$ cat config.mk
export PLATFORM = sky130hd
export DESIGN_NAME = fifo_access_ctrl
export DESIGN_NICKNAME = d
export VERILOG_FILES = /design/src/rtl/fifo_access_ctrl_pkg.sv /design/src/rtl/fifo_access_rr_arbiter.sv /design/src/rtl/fifo_access_ctrl.sv
export SDC_FILE = /design/constraint.sdc
export NUM_CORES = 1
export LEC_CHECK = 0
export ABC_AREA = 1
export BUFFER_PORTS_ARGS = -buffer_cell sky130_fd_sc_hd__buf_2
export CAP_MARGIN = 5
export CORE_MARGIN = 2
export CORE_UTILIZATION = 47
export DETAILED_ROUTE_END_ITERATION = 16
export PLACE_DENSITY = 0.85
export REMOVE_ABC_BUFFERS = 1
export SLEW_MARGIN = 20
export SYNTH_ARGS = -nofsm -noshare
export SYNTH_HDL_FRONTEND = slang
export SYNTH_HIERARCHICAL = 1
export SYNTH_SLANG_ARGS = --single-unit
$ cat constraint.sdc
create_clock -name clk -period 3.4 [get_ports clk]
set_input_delay 0 -clock clk [delete_from_list [all_inputs] [get_ports clk]]
set_output_delay 0 -clock clk [all_outputs]
set_load 0.03 [all_outputs]
$ cat src/rtl/fifo_access_ctrl_pkg.sv
// Shared types and constants for the FIFO access controller.
package fifo_access_ctrl_pkg;

    // Controller states.
    typedef enum logic [2:0] {
        CLEAR     = 3'd0,
        SETTLE    = 3'd1,
        IDLE      = 3'd2,
        BUSY_PUSH = 3'd3,
        BUSY_POP  = 3'd4
    } state_t;

    // Last-grant encoding used by the round-robin arbiter.
    localparam logic GRANT_PUSH = 1'b0;
    localparam logic GRANT_POP  = 1'b1;

    // Width of the optional stall counters.
    localparam int STATS_W = 16;

    // Larger of two integers, used to size the phase counter.
    function automatic int max_int(input int a, input int b);
        return (a > b) ? a : b;
    endfunction

endpackage

$ cat src/rtl/fifo_access_rr_arbiter.sv
// Two-way round-robin arbiter between the push and pop requesters.
// On a tie, it grants the requester that did not win last time.
module fifo_access_rr_arbiter
    import fifo_access_ctrl_pkg::*;
(
    input  logic clk,
    input  logic rst_n,
    input  logic advance,
    input  logic req_push,
    input  logic req_pop,
    output logic grant_push,
    output logic grant_pop
);

    logic last_grant;

    // Pick a winner only when the controller is ready to issue a command.
    always_comb begin
        grant_push = 1'b0;
        grant_pop  = 1'b0;
        if (advance) begin
            if (req_push && req_pop) begin
                if (last_grant == GRANT_POP) begin
                    grant_push = 1'b1;
                end else begin
                    grant_pop = 1'b1;
                end
            end else begin
                grant_push = req_push;
                grant_pop  = req_pop;
            end
        end
    end

    // Remember the latest winner; reset favours push on the first tie.
    always_ff @(posedge clk or negedge rst_n) begin
        if (!rst_n) begin
            last_grant <= GRANT_POP;
        end else if (grant_push) begin
            last_grant <= GRANT_PUSH;
        end else if (grant_pop) begin
            last_grant <= GRANT_POP;
        end
    end

endmodule

$ cat src/rtl/fifo_access_ctrl.sv
// Sequencer/arbiter in front of the command-driven RS232 FIFO.
// Shares the FIFO between one writer and one reader, spaces push/pop strobes
// by CMD_GAP cycles, tracks occupancy, captures popped data after the FIFO
// read latency and runs the clear/settle sequence after reset or flush.
// Optional build macro: FIFO_ACCESS_CTRL_STATS_EN adds saturating stall counters.
module fifo_access_ctrl
    import fifo_access_ctrl_pkg::*;
#(
    parameter int FIFO_SIZE    = 8,
    parameter int DATA_WIDTH   = 32,
    parameter int CMD_GAP      = 3,
    parameter int RD_LATENCY   = 2,
    parameter int CLEAR_CYCLES = 2
) (
    input  logic                           clk,
    input  logic                           rst_n,
    input  logic                           flush,
    input  logic                           wr_valid,
    input  logic [DATA_WIDTH-1:0]          wr_data,
    output logic                           wr_ready,
    input  logic                           rd_req,
    output logic                           rd_valid,
    output logic [DATA_WIDTH-1:0]          rd_data,
    output logic                           fifo_push,
    output logic                           fifo_pop,
    output logic                           fifo_clear,
    output logic [DATA_WIDTH-1:0]          fifo_in_data,
    input  logic [DATA_WIDTH-1:0]          fifo_out_data,
    output logic [$clog2(FIFO_SIZE+1)-1:0] level,
    output logic                           full,
    output logic                           empty,
    output logic                           busy
`ifdef FIFO_ACCESS_CTRL_STATS_EN
    ,
    output logic [STATS_W-1:0]             wr_stall_cnt,
    output logic [STATS_W-1:0]             rd_stall_cnt
`endif
);

    localparam int LVL_W = $clog2(FIFO_SIZE + 1);
    localparam int CNT_W = $clog2(max_int(CLEAR_CYCLES, CMD_GAP) + 1);

    state_t            state;
    state_t            state_next;
    logic [CNT_W-1:0]  cnt;
    logic [CNT_W-1:0]  cnt_next;
    logic              flush_pending;
    logic              flush_any;
    logic              arb_advance;
    logic              wr_eligible;
    logic              rd_eligible;
    logic              grant_push;
    logic              grant_pop;
    logic [RD_LATENCY-1:0] rd_pipe;
    logic              rd_capture;

    assign full       = (level == LVL_W'(FIFO_SIZE));
    assign empty      = (level == '0);
    assign busy       = (state != IDLE);
    assign fifo_clear = (state == CLEAR);

    assign flush_any   = flush | flush_pending;
    assign arb_advance = (state == IDLE) && !flush_any;
    assign wr_eligible = wr_valid && !full;
    assign rd_eligible = rd_req && !empty;
    assign rd_capture  = rd_pipe[RD_LATENCY-1];

    fifo_access_rr_arbiter u_arb (
        .clk        (clk),
        .rst_n      (rst_n),
        .advance    (arb_advance),
        .req_push   (wr_eligible),
        .req_pop    (rd_eligible),
        .grant_push (grant_push),
        .grant_pop  (grant_pop)
    );

    // State and phase counter register; reset starts a clear sequence.
    always_ff @(posedge clk or negedge rst_n) begin
        if (!rst_n) begin
            state <= CLEAR;
            cnt   <= '0;
        end else begin
            state <= state_next;
            cnt   <= cnt_next;
        end
    end

    // Next-state logic and the one-cycle strobes issued on IDLE grants.
    always_comb begin
        state_next = state;
        cnt_next   = cnt + CNT_W'(1);
        wr_ready   = 1'b0;
        fifo_push  = 1'b0;
        fifo_pop   = 1'b0;
        case (state)
            CLEAR: begin
                if (cnt == CNT_W'(CLEAR_CYCLES - 1)) begin
                    state_next = SETTLE;
                    cnt_next   = '0;
                end
            end
            SETTLE, BUSY_PUSH, BUSY_POP: begin
                if (cnt == CNT_W'(CMD_GAP - 2)) begin
                    state_next = IDLE;
                    cnt_next   = '0;
                end
            end
            IDLE: begin
                cnt_next = '0;
                if (flush_any) begin
                    state_next = CLEAR;
                end else if (grant_push) begin
                    wr_ready   = 1'b1;
                    fifo_push  = 1'b1;
                    state_next = BUSY_PUSH;
                end else if (grant_pop) begin
                    fifo_pop   = 1'b1;
                    state_next = BUSY_POP;
                end
            end
            default: begin
                state_next = CLEAR;
                cnt_next   = '0;
            end
        endcase
    end

    // Occupancy tracking; clearing the FIFO forces the count back to zero.
    always_ff @(posedge clk or negedge rst_n) begin
        if (!rst_n) begin
            level <= '0;
        end else if (state == CLEAR) begin
            level <= '0;
        end else if (fifo_push) begin
            level <= level + LVL_W'(1);
        end else if (fifo_pop) begin
            level <= level - LVL_W'(1);
        end
    end

    // Register the write word on each accepted write and hold it for the FIFO.
    always_ff @(posedge clk or negedge rst_n) begin
        if (!rst_n) begin
            fifo_in_data <= '0;
        end else if (fifo_push) begin
            fifo_in_data <= wr_data;
        end
    end

    // A flush that arrives outside IDLE waits here until the next IDLE cycle.
    always_ff @(posedge clk or negedge rst_n) begin
        if (!rst_n) begin
            flush_pending <= 1'b0;
        end else if (state == IDLE) begin
            flush_pending <= 1'b0;
        end else if (flush) begin
            flush_pending <= 1'b1;
        end
    end

    // Track each pop through the FIFO read latency, then capture and flag the word.
    // This pipeline is deliberately not cleared by flush so in-flight reads complete.
    always_ff @(posedge clk or negedge rst_n) begin
        if (!rst_n) begin
            rd_pipe  <= '0;
            rd_valid <= 1'b0;
            rd_data  <= '0;
        end else begin
            rd_pipe  <= (rd_pipe << 1) | RD_LATENCY'(fifo_pop);
            rd_valid <= rd_capture;
            if (rd_capture) begin
                rd_data <= fifo_out_data;
            end
        end
    end

`ifdef FIFO_ACCESS_CTRL_STATS_EN
    logic wr_stall;
    logic rd_stall;

    assign wr_stall = wr_valid && !wr_ready;
    assign rd_stall = rd_req && !fifo_pop && (rd_pipe == '0);

    // Saturating stall counters, cleared by reset or a flush request.
    always_ff @(posedge clk or negedge rst_n) begin
        if (!rst_n) begin
            wr_stall_cnt <= '0;
            rd_stall_cnt <= '0;
        end else if (flush) begin
            wr_stall_cnt <= '0;
            rd_stall_cnt <= '0;
        end else begin
            if (wr_stall && (wr_stall_cnt != '1)) begin
                wr_stall_cnt <= wr_stall_cnt + STATS_W'(1);
            end
            if (rd_stall && (rd_stall_cnt != '1)) begin
                rd_stall_cnt <= rd_stall_cnt + STATS_W'(1);
            end
        end
    end
`endif

endmodule

==> summary.md, run 1 <==
| Metric | Value |
|---|---|
| Outcome | `finished clean` |
| Synth-to-Final Area Change | `50.2%` |
| Total of max-cap violations | `0` |
| Die Y-Extent | `86.7 µm` |
| GR Overflow Total | `0` |
| Resized Gates After CTS | `0` |
| DRT Pass-1 Iters | `4` |
| Peak Freq | `400 MHz` |
| Clock skew | `0.0126 ns` |
| Clk buf depth | `2` |
| Worst Path Arrival | `2.50 ns` |
| RSZ-0062 raised after global routing | `no` |
| Cell Pwr Density | `471 mW/mm²` |
| Routed WL | `9380 µm` |
| I/O pins | `approximately 150` |
| Post-route antenna net violation count | `0` |
| Tcrit/Tclk final | `roughly three quarters` |
| Gr usage total | `about a quarter` |
| Final Critical Period | `about 2.5 ns` |
| Commonest non-fill, non-tap cell in the layout | `buf_2` |
| CP required | `around 3.4 ns` |
| Synth top area cells | `dfrtp_1 60%, nand2_1 15%, mux2_2 11%` |
| Clk slew on worst S/H paths | `around 0.08 ns` |
| Core footprint | `between 0.006 and 0.007 mm²` |
| Post-Syn Area | `about 0.0032 mm²` |
| Final Net Count | `between 500 and 600` |
| Slew Limit Fails | `0` |
| Hold Path Class | `input pin to register` |
| Placed cells | `approximately 530` |
| Sequential area share after synthesis | `60.7%` |
| First-pass GRT wire length | `14700 µm` |
| Tightest Pin Transition | `0.970 ns` |
| Clk_lat worst skew | `0.35 ns` |
| Slowest CP cell | `dfrtp_1` |
| Top cell type's share of synthesized area | `59.9%` |
| GPL Wtd Cong | `between 0.8 and 0.9` |
| Crit end category | `output port` |
| Die X | `86.7 µm` |
| Share of layout cells above drive strength 1 | `39.1%` |
| Max_slew headroom | `between 30% and 40%` |
| Largest net degree at the start of global routing | `79` |
| CTS Root Cell | `clkbuf_8` |
| Vias per Instance | `4.89` |
| Vias in the first global route | `3024` |
| Hold-fix buffers at CTS | `between 60 and 70` |
| Synth unique cells | `24` |
| Critical Path Source Type | `register` |
| Area of the die | `roughly 0.0075 mm²` |
| Setup bufs post-CTS | `0` |
| Vias | `2971` |
| Antenna violations before repair | `0` |
| Final Hold Fails | `0` |
| Worst Path Max Fanout | `34` |
| Leakage | `0.00287 µW` |
| Clk sinks | `78` |
| FF+latch count, synth | `78` |
| Number of I/O port buffers | `between 100 and 150` |
| Top cell type by total area after synthesis | `dfrtp_1` |
| CTS tree | `done` |
| N_diodes | `0` |
| Leading cell types in the layout, fill and taps excluded | `143 x buf_2, 126 x nand2_1, 76 x dfrtp_1` |
| Crit path cell chain | `nor2_1, inv_1, nor3_1, nor2_1, nand2_2, nand2_2, inv_1, inv_1, nor2_1, nand2_2, inv_2, buf_4, buf_2` |
| Remaining DRCs | `0` |
| Syn Area/Cell | `10.3 µm²` |
| Row cnt | `30` |
| Yosys warns | `6` |
| Crit path kind | `register to output port` |
| Total CTS buffers | `9` |
| TNS Setup | `0 ns` |
| HPWL after detailed placement | `5260 µm` |
| Wire per inst | `15.4 µm` |
| Initial Util | `47.9%` |
| Final Setup Violations | `0` |
| Maximum vdd drop | `~220 µV` |
| Fin cells | `a little over 600` |
| H-tree depth | `3` |
| Synth Instances | `312` |
| Largest stage delay on the critical path | `about 0.43 ns` |
| Initial detailed-routing violation count | `around 130` |
-- registers in the layout, summed over array words and instances (netlist names) --
signal            count
state                 3
fifo_in_data         32
rd_valid              1
level                 4
flush_pending         1
cnt                   2
rd_data              32
u_arb/last_grant      1
rd_pipe               2
-- Yosys cell counts --
| cell | number |
|---|---|
| nand3_1 | 5 |
| nand3b_1 | 1 |
| buf_4 | 4 |
| a21oi_1 | 3 |
| clkbuf_1 | 1 |
| inv_1 | 19 |
| nor2_1 | 13 |
| ha_1 | 2 |
| nand2_2 | 5 |
| mux2_1 | 2 |
| dfrtp_1 | 77 |
| nor3_1 | 3 |
| buf_6 | 4 |
| inv_2 | 4 |
| xnor2_1 | 1 |
| nand2_1 | 126 |
| nor2_2 | 2 |
| mux2_2 | 30 |
| nor2_4 | 1 |
| nand3_2 | 2 |
| o21ai_0 | 2 |
| dfstp_2 | 1 |
| buf_2 | 3 |
| fa_1 | 1 |
-- worst max-delay path, delay by kind of cell (launching register included) --
| kind | cells | cell delay, ns |
|---|---|---|
| simple gates | 7 | 0.86 |
| buf+inv | 6 | 0.85 |
| flops | 1 | 0.43 |
-- routing by layer --
layer / GRT usage, % / wire length, µm / vias to the layer above
met2: 43.4 / 4710 / 148
li1: - / - / 1383
met3: 5.90 / 643 / 35
met4: 13.8 / 358 / 0
met1: 30.3 / 3660 / 1405
met5: 0 / 0 / -
-- where the power goes --
group          total, µW  switching (µW)  internal [µW]
Combinational        473             296            177
Sequential          1040            43.0            994
Clock                763             330            433
Total               2270             668           1600
-- kinds of logic (layout without fill, tap and decap cells) --
| family | Yosys count | after routing | share of synthesized area [%] |
|---|---|---|---|
| flip-flops | 78 | 78 | 60.7 |
| adder cells (fa/ha/maj) | 3 | 3 | 1.40 |
| buffers and inverters | 35 | 250 | 5.60 |
| XOR/XNOR | 1 | 1 | 0.272 |
| AND/OR/NAND/NOR | 158 | 158 | 20.0 |
| AO/OA/AOI/OAI | 5 | 5 | 0.778 |
| multiplexers | 32 | 32 | 11.2 |
-- final timing paths --
kind | startpoint | end | slack, ns | cells past startpoint
setup / recovery | level[1] | wr_ready | 0.90 | 13
hold / removal | rd_req | u_arb/last_grant | 0.04 | 7
setup reg to reg | level[1] | level[3] | 0.97 | 17
hold reg to reg | rd_pipe[0] | rd_pipe[1] | 0.36 | 0
max in group asynchronous | rst_n | state[1] | 2.41 | 2
min in group asynchronous | rst_n | rd_data[29] | 0.35 | 2
-- metrics by stage --
| stage | hold slack, ns | cell area, µm² | total power (µW) | worst slack [ns] | util (%) |
|---|---|---|---|---|---|
| final | 0.0388 | 4830 | 2270 | 0.897 | 71.9 |
| after global routing | 0.0631 | 4830 | 2380 | 0.643 | 71.9 |
| after CTS | 0.0192 | 4830 | 2280 | 0.868 | 71.9 |
| after detailed placement | 0.199 | 3960 | 1460 | 0.978 | 59.0 |
| after global placement | 0.194 | 3960 | 1440 | 1.14 | 59.0 |
| after floorplan | -0.296 | 3120 | 1310 | -0.254 | - |
-- layout make-up --
type                            instances  area, µm²
Tap cell                               80        100
Timing Repair Buffer                  211       1390
Sequential cell                        78       1950
Clock buffer                           12        145
Clock inverter                          4       72.6
Inverter                               23       86.3
Fill cell                             475       1890
Multi-Input combinational cell        199       1080
(Power assumes the default switching activity.)
==> run 2: changes to the inputs <==
==> constraint.sdc (replaced) <==
create_clock -name clk -period 2.4 [get_ports clk]
set_input_delay 0 -clock clk [delete_from_list [all_inputs] [get_ports clk]]
set_output_delay 0 -clock clk [all_outputs]
set_load 0.03 [all_outputs]
==> summary.md, run 2 (synthesized netlist as in run 1, its figures left out) <==
| Metric | Value |
|---|---|
| Post-route antenna net violation count | `0` |
| Final Setup Violations | `0` |
| FILL cells | `466` |
| Core footprint | `0.00672 mm²` |
| Vias in the first global route | `3167` |
| Seq pwr share | `47.3%` |
| Crit path cell chain | `inv_2, nand3_2, nor2_4, nand2_1, inv_2, nand2_2, inv_1, inv_2, nor2_4, nand2_4, ha_4, nand2_1, nor2_1, nor2_1, nand3b_1, nand3_1, nand2_1` |
| Clk sinks | `78` |
| Number of I/O port buffers | `144` |
| I/O pins | `around 150` |
| Pre-CTS setup slack | `0.00622 ns` |
| Cell Pwr Density | `635 mW/mm²` |
| Crit path kind | `register to register` |
| Initial detailed-routing violation count | `90` |
| Die Y-Extent | `86.7 µm` |
| Tot Pwr | `3120 µW` |
| Area of the die | `0.00752 mm²` |
| N_diodes | `0` |
| Biggest regs | `fifo_in_data (32), rd_data (32), level (4)` |
| Leakage | `0.00291 µW` |
| Largest net degree at the start of global routing | `79` |
| Largest stage delay on the critical path | `0.45 ns` |
| Vias | `2964` |
| H-tree depth | `3` |
| Wire per inst | `15.5 µm` |
| Tcrit/Tclk final | `a little over 90%` |
| Maximum vdd drop | `406 µV` |
| Clk buf depth | `2` |
| Setup bufs post-CTS | `0` |
| CP required | `2.63 ns` |
| HPWL after detailed placement | `between 5000 and 6000 µm` |
| Slowest CP cell | `dfrtp_1` |
| Net Sw Frac | `a little under a third` |
| Area occupied by registers | `0.00195 mm²` |
| P_sw | `approximately 950 µW` |
| Routed WL | `9460 µm` |
| Worst Path Max Fanout | `4` |
| Placed cells | `528` |
| CTS tree | `done` |
| TNS Setup | `0 ns` |
| DRT Pass-1 Iters | `4` |
| Final Hold Fails | `0` |
| Final Critical Period | `about 2.2 ns` |
| Multi-input logic area | `0.00112 mm²` |
| Tightest Pin Transition | `0.947 ns` |
| GR Overflow Total | `0` |
| Worst Path Arrival | `2.47 ns` |
| Max_slew headroom | `36.8%` |
| Leading cell types in the layout, fill and taps excluded | `142 x buf_2, 126 x nand2_1, 76 x dfrtp_1` |
| Clock network power share | `30.8%` |
| Synth-to-Final Area Change | `52.6%` |
| Row cnt | `30` |
| Commonest non-fill, non-tap cell in the layout | `buf_2` |
| Initial Util | `47.9%` |
| Hold Path Class | `input pin to register` |
| Combinational share of power | `22.0%` |
| Clk_lat worst skew | `0.33 ns` |
| First-pass GRT wire length | `approximately 15000 µm` |
| Remaining DRCs | `0` |
| CTS Root Cell | `clkbuf_8` |
| Total CTS buffers | `9` |
| Clk slew on worst S/H paths | `0.08 ns` |
| Post-layout util | `between 70% and 80%` |
| Antenna violations before repair | `0` |
| Final worst slack | `0.161 ns` |
| Critical Path Source Type | `register` |
| Total of max-cap violations | `0` |
| Slew Limit Fails | `0` |
| Fin cells | `a little over 600` |
| Clock skew | `0.0107 ns` |
| GPL Wtd Cong | `0.775` |
| Final Net Count | `597` |
| Vias per Instance | `roughly 4.9` |
| Share of layout cells above drive strength 1 | `40.6%` |
| Peak Freq | `447 MHz` |
| Gr usage total | `25.6%` |
| Outcome | `finished clean` |
| Crit end category | `register` |
| Power Internal | `2170 µW` |
| Die X | `86.7 µm` |
==> run 2: what timing repair did <==
item | in CTS | in global routing
resized for setup | 2 | 14
hold buffers | 65 | 0
gates cloned | 0 | 1
setup endpoints to repair | 3 | 6
hold endpoints to repair | 141 | 0
==> run 2: critical path: cells and delay by family, from the launching register on <==
kind | cells | cell delay, ns
buffers and inverters | 4 | 0.29
flip-flops | 1 | 0.45
adder cells (fa/ha/maj) | 1 | 0.29
AND/OR/NAND/NOR | 12 | 1.13
==> run 2: stage by stage <==
stage | cell area [µm²] | hold slack (ns)
finish | 4910 | 0.0802
global placement | 3980 | 0.192
global route | 4910 | 0.131
detailed placement | 3980 | 0.200
CTS | 4830 | 0.0404
floorplan | 3120 | -0.296
==> run 2: path summary, 6_finish.rpt <==
path | slack, ns | cells after the start | endpoint | startpoint
setup reg to reg | 0.16 | 17 | level[3] | state[2]
hold reg to reg | 0.37 | 0 | rd_pipe[1] | rd_pipe[0]
min in group asynchronous | 0.39 | 2 | cnt[0] | rst_n
max in group asynchronous | 1.37 | 2 | level[3] | rst_n
hold / removal | 0.08 | 7 | u_arb/last_grant | rd_req
setup / recovery | 0.16 | 17 | level[3] | state[2]
==> run 2: final cells by class <==
| type | instances | area share, % |
|---|---|---|
| Sequential cell | 78 | 39.8 |
| Clock buffer | 12 | 2.96 |
| Tap cell | 80 | 2.04 |
| Multi-Input combinational cell | 199 | 22.9 |
| Timing Repair Buffer | 214 | 29.6 |
| Clock inverter | 4 | 0.994 |
| Inverter | 23 | 1.76 |
==> run 2: power by group through the flow <==
stage | logic, µW | registers, µW | clock network, µW
floorplan | 276 | 1580 | 0
global placement | 554 | 1490 | 0
detailed placement | 576 | 1490 | 0
CTS | 659 | 1470 | 991
global route | 750 | 1480 | 1050
finish | 685 | 1470 | 959
==> run 2: metal layers <==
layer  GRT usage, %  up-vias  part of all wire [%]
met4           12.9        0                   3.4
met3           5.14       30                   6.3
met1           29.8     1406                    39
met2           44.8      135                    51
li1               -     1393                     -
met5              0        -                     0
==> run 3: changes to the inputs <==
--- a/config.mk
+++ b/config.mk
@@ -8,7 +8,7 @@
 export ABC_AREA = 1
 export BUFFER_PORTS_ARGS = -buffer_cell sky130_fd_sc_hd__buf_2
 export CAP_MARGIN = 5
-export CORE_MARGIN = 2
+export CORE_MARGIN = 4
 export CORE_UTILIZATION = 47
 export DETAILED_ROUTE_END_ITERATION = 16
 export PLACE_DENSITY = 0.85
==> summary.md, run 3 (synthesized netlist as in run 1, its figures left out) <==
| Metric | Value |
|---|---|
| Outcome | `finished clean` |
| CP required | `2.62 ns` |
| H-tree depth | `3` |
| N_diodes | `0` |
| DRT Pass-1 Iters | `4` |
| Commonest non-fill, non-tap cell in the layout | `buf_2` |
| Tightest Pin Transition | `0.964 ns` |
| Vias | `2912` |
| Final Hold Fails | `0` |
| Final Setup Violations | `0` |
| R2r startpoint | `level[3]` |
| Wire per inst | `16.1 µm` |
| Area occupied by registers | `0.00196 mm²` |
| FF-to-FF setup slack | `between 0.15 and 0.2 ns` |
| Area of the die | `0.00823 mm²` |
| Antenna violations before repair | `0` |
| Hold Path Class | `input pin to register` |
| Synth-to-Final Area Change | `53.6%` |
| Final Net Count | `596` |
| Clk slew on worst S/H paths | `about 0.08 ns` |
| Tcrit/Tclk final | `92.0%` |
| Initial Util | `slightly below 50%` |
| GR Overflow Total | `0` |
| Leading cell types in the layout, fill and taps excluded | `141 x buf_2, 126 x nand2_1, 75 x dfrtp_1` |
| Clk_lat worst skew | `~0.33 ns` |
| Max_slew headroom | `35.8%` |
| Clk buf depth | `2` |
| Setup bufs post-CTS | `0` |
| Gr usage total | `between 20% and 30%` |
| Peak Freq | `453 MHz` |
| Vias in the first global route | `3063` |
| Share of layout cells above drive strength 1 | `approximately two fifths` |
| Fin cells | `606` |
| Routed WL | `between 9000 and 10000 µm` |
| I/O pins | `roughly 150` |
| Multi-input logic area | `0.00113 mm²` |
| Final Critical Period | `2.21 ns` |
| Min-Delay Startpoint | `rd_req` |
| Placed inst area | `~0.0040 mm²` |
| Total of max-cap violations | `0` |
| Worst hold stages | `7` |
| Critical Path Source Type | `register` |
| Hold endpoint | `u_arb/last_grant` |
| Post-route antenna net violation count | `0` |
| Clk sinks | `approximately 80` |
| Worst Path Max Fanout | `6` |
| Terminus of the critical flop-to-flop path | `level[3]` |
| Total CTS buffers | `9` |
| Initial detailed-routing violation count | `77` |
| Vias per Instance | `4.81` |
| First-pass GRT wire length | `~16000 µm` |
| Tot Pwr | `3320 µW` |
| CTS tree | `done` |
| CTS Root Cell | `clkbuf_8` |
| Number of I/O port buffers | `roughly 140` |
| HPWL after detailed placement | `5590 µm` |
| Remaining DRCs | `0` |
| Clock skew | `around 0.0068 ns` |
| TNS Setup | `0 ns` |
| Leakage | `0.00293 µW` |
| Row cnt | `29` |
| Design area | `0.00494 mm²` |
| Placed cells | `525` |
| Largest net degree at the start of global routing | `79` |
| Cell Pwr Density | `673 mW/mm²` |
| Worst Path Arrival | `2.43 ns` |
| Biggest regs | `fifo_in_data (32), rd_data (32), level (4)` |
| Die Y-Extent | `90.7 µm` |
| R2r worst-path depth | `17` |
| Maximum vdd drop | `a little under 400 µV` |
| GPL Wtd Cong | `0.805` |
| Crit path kind | `register to register` |
| Crit end category | `register` |
| Slew Limit Fails | `0` |
| FILL cells | `417` |
| Core footprint | `~0.0065 mm²` |
| Die X | `90.7 µm` |
run 3: power breakdown:
| part | switching, µW | internal [µW] |
|---|---|---|
| Clock | 463 | 718 |
| Sequential | 62.6 | 1410 |
| Combinational | 418 | 254 |
| Total | 943 | 2380 |
run 3: layout make-up:
type / count / share of cell area, %
clock buffer: 10 / 2.79
sequential: 78 / 39.6
multi-input combinational: 199 / 22.8
clock inverter: 6 / 2.20
tap: 77 / 1.95
inverter: 23 / 1.75
timing repair buffer: 213 / 28.9
run 3: critical path, stage by stage, from the launching register on:
cell and delay [ns]:
dfrtp_2 0.45, inv_1 0.12, nor3_2 0.07, nor2_2 0.14, nand2_1 0.07, inv_2 0.05, nand2_2 0.05, inv_1 0.06
inv_2 0.06, nor2_4 0.15, nand2_4 0.10, ha_4 0.29, nand2_1 0.06, nor2_1 0.08, nor2_1 0.06, nand3b_1 0.15
nand3_1 0.07, nand2_1 0.05
run 3: metal layers:
layer  global-route usage (%)  share of wire (%)
met5                        0                  0
met4                     7.65                1.8
met3                     8.50                8.0
met2                     40.3                 51
met1                     29.0                 39
run 3: timing repair:
action | CTS | global route
pin swaps | 0 | 1
endpoints found under the setup margin | 3 | 7
cloned | 0 | 0
gates resized for setup | 4 | 15
hold buffers | 65 | 0
hold endpoints to repair | 141 | 0
run 3: metrics by stage:
stage	hold slack, ns	utilization [%]	worst slack [ns]
finish	0.0772	76.1	0.191
global route	0.0804	76.1	-0.00460
CTS	0.0435	75.2	0.0483
detailed placement	0.196	61.2	0.0103
global placement	0.194	61.2	0.185
floorplan	-0.296	-	-1.25
run 3: worst max-delay path by stage:
| stage | startpoint | to | slack (ns) | cells past startpoint |
|---|---|---|---|---|
| 2_1_floorplan | level[1] | level[1] | -1.25 | 15 |
| 4_1_cts | level[0] | level[3] | 0.05 | 17 |
| 3_3_place_gp | level[0] | level[3] | 0.19 | 17 |
| 6_report | level[3] | level[3] | 0.19 | 17 |
| 5_1_grt | level[3] | level[3] | -0.005 | 17 |
| 3_5_place_dp | level[0] | level[3] | 0.01 | 17 |
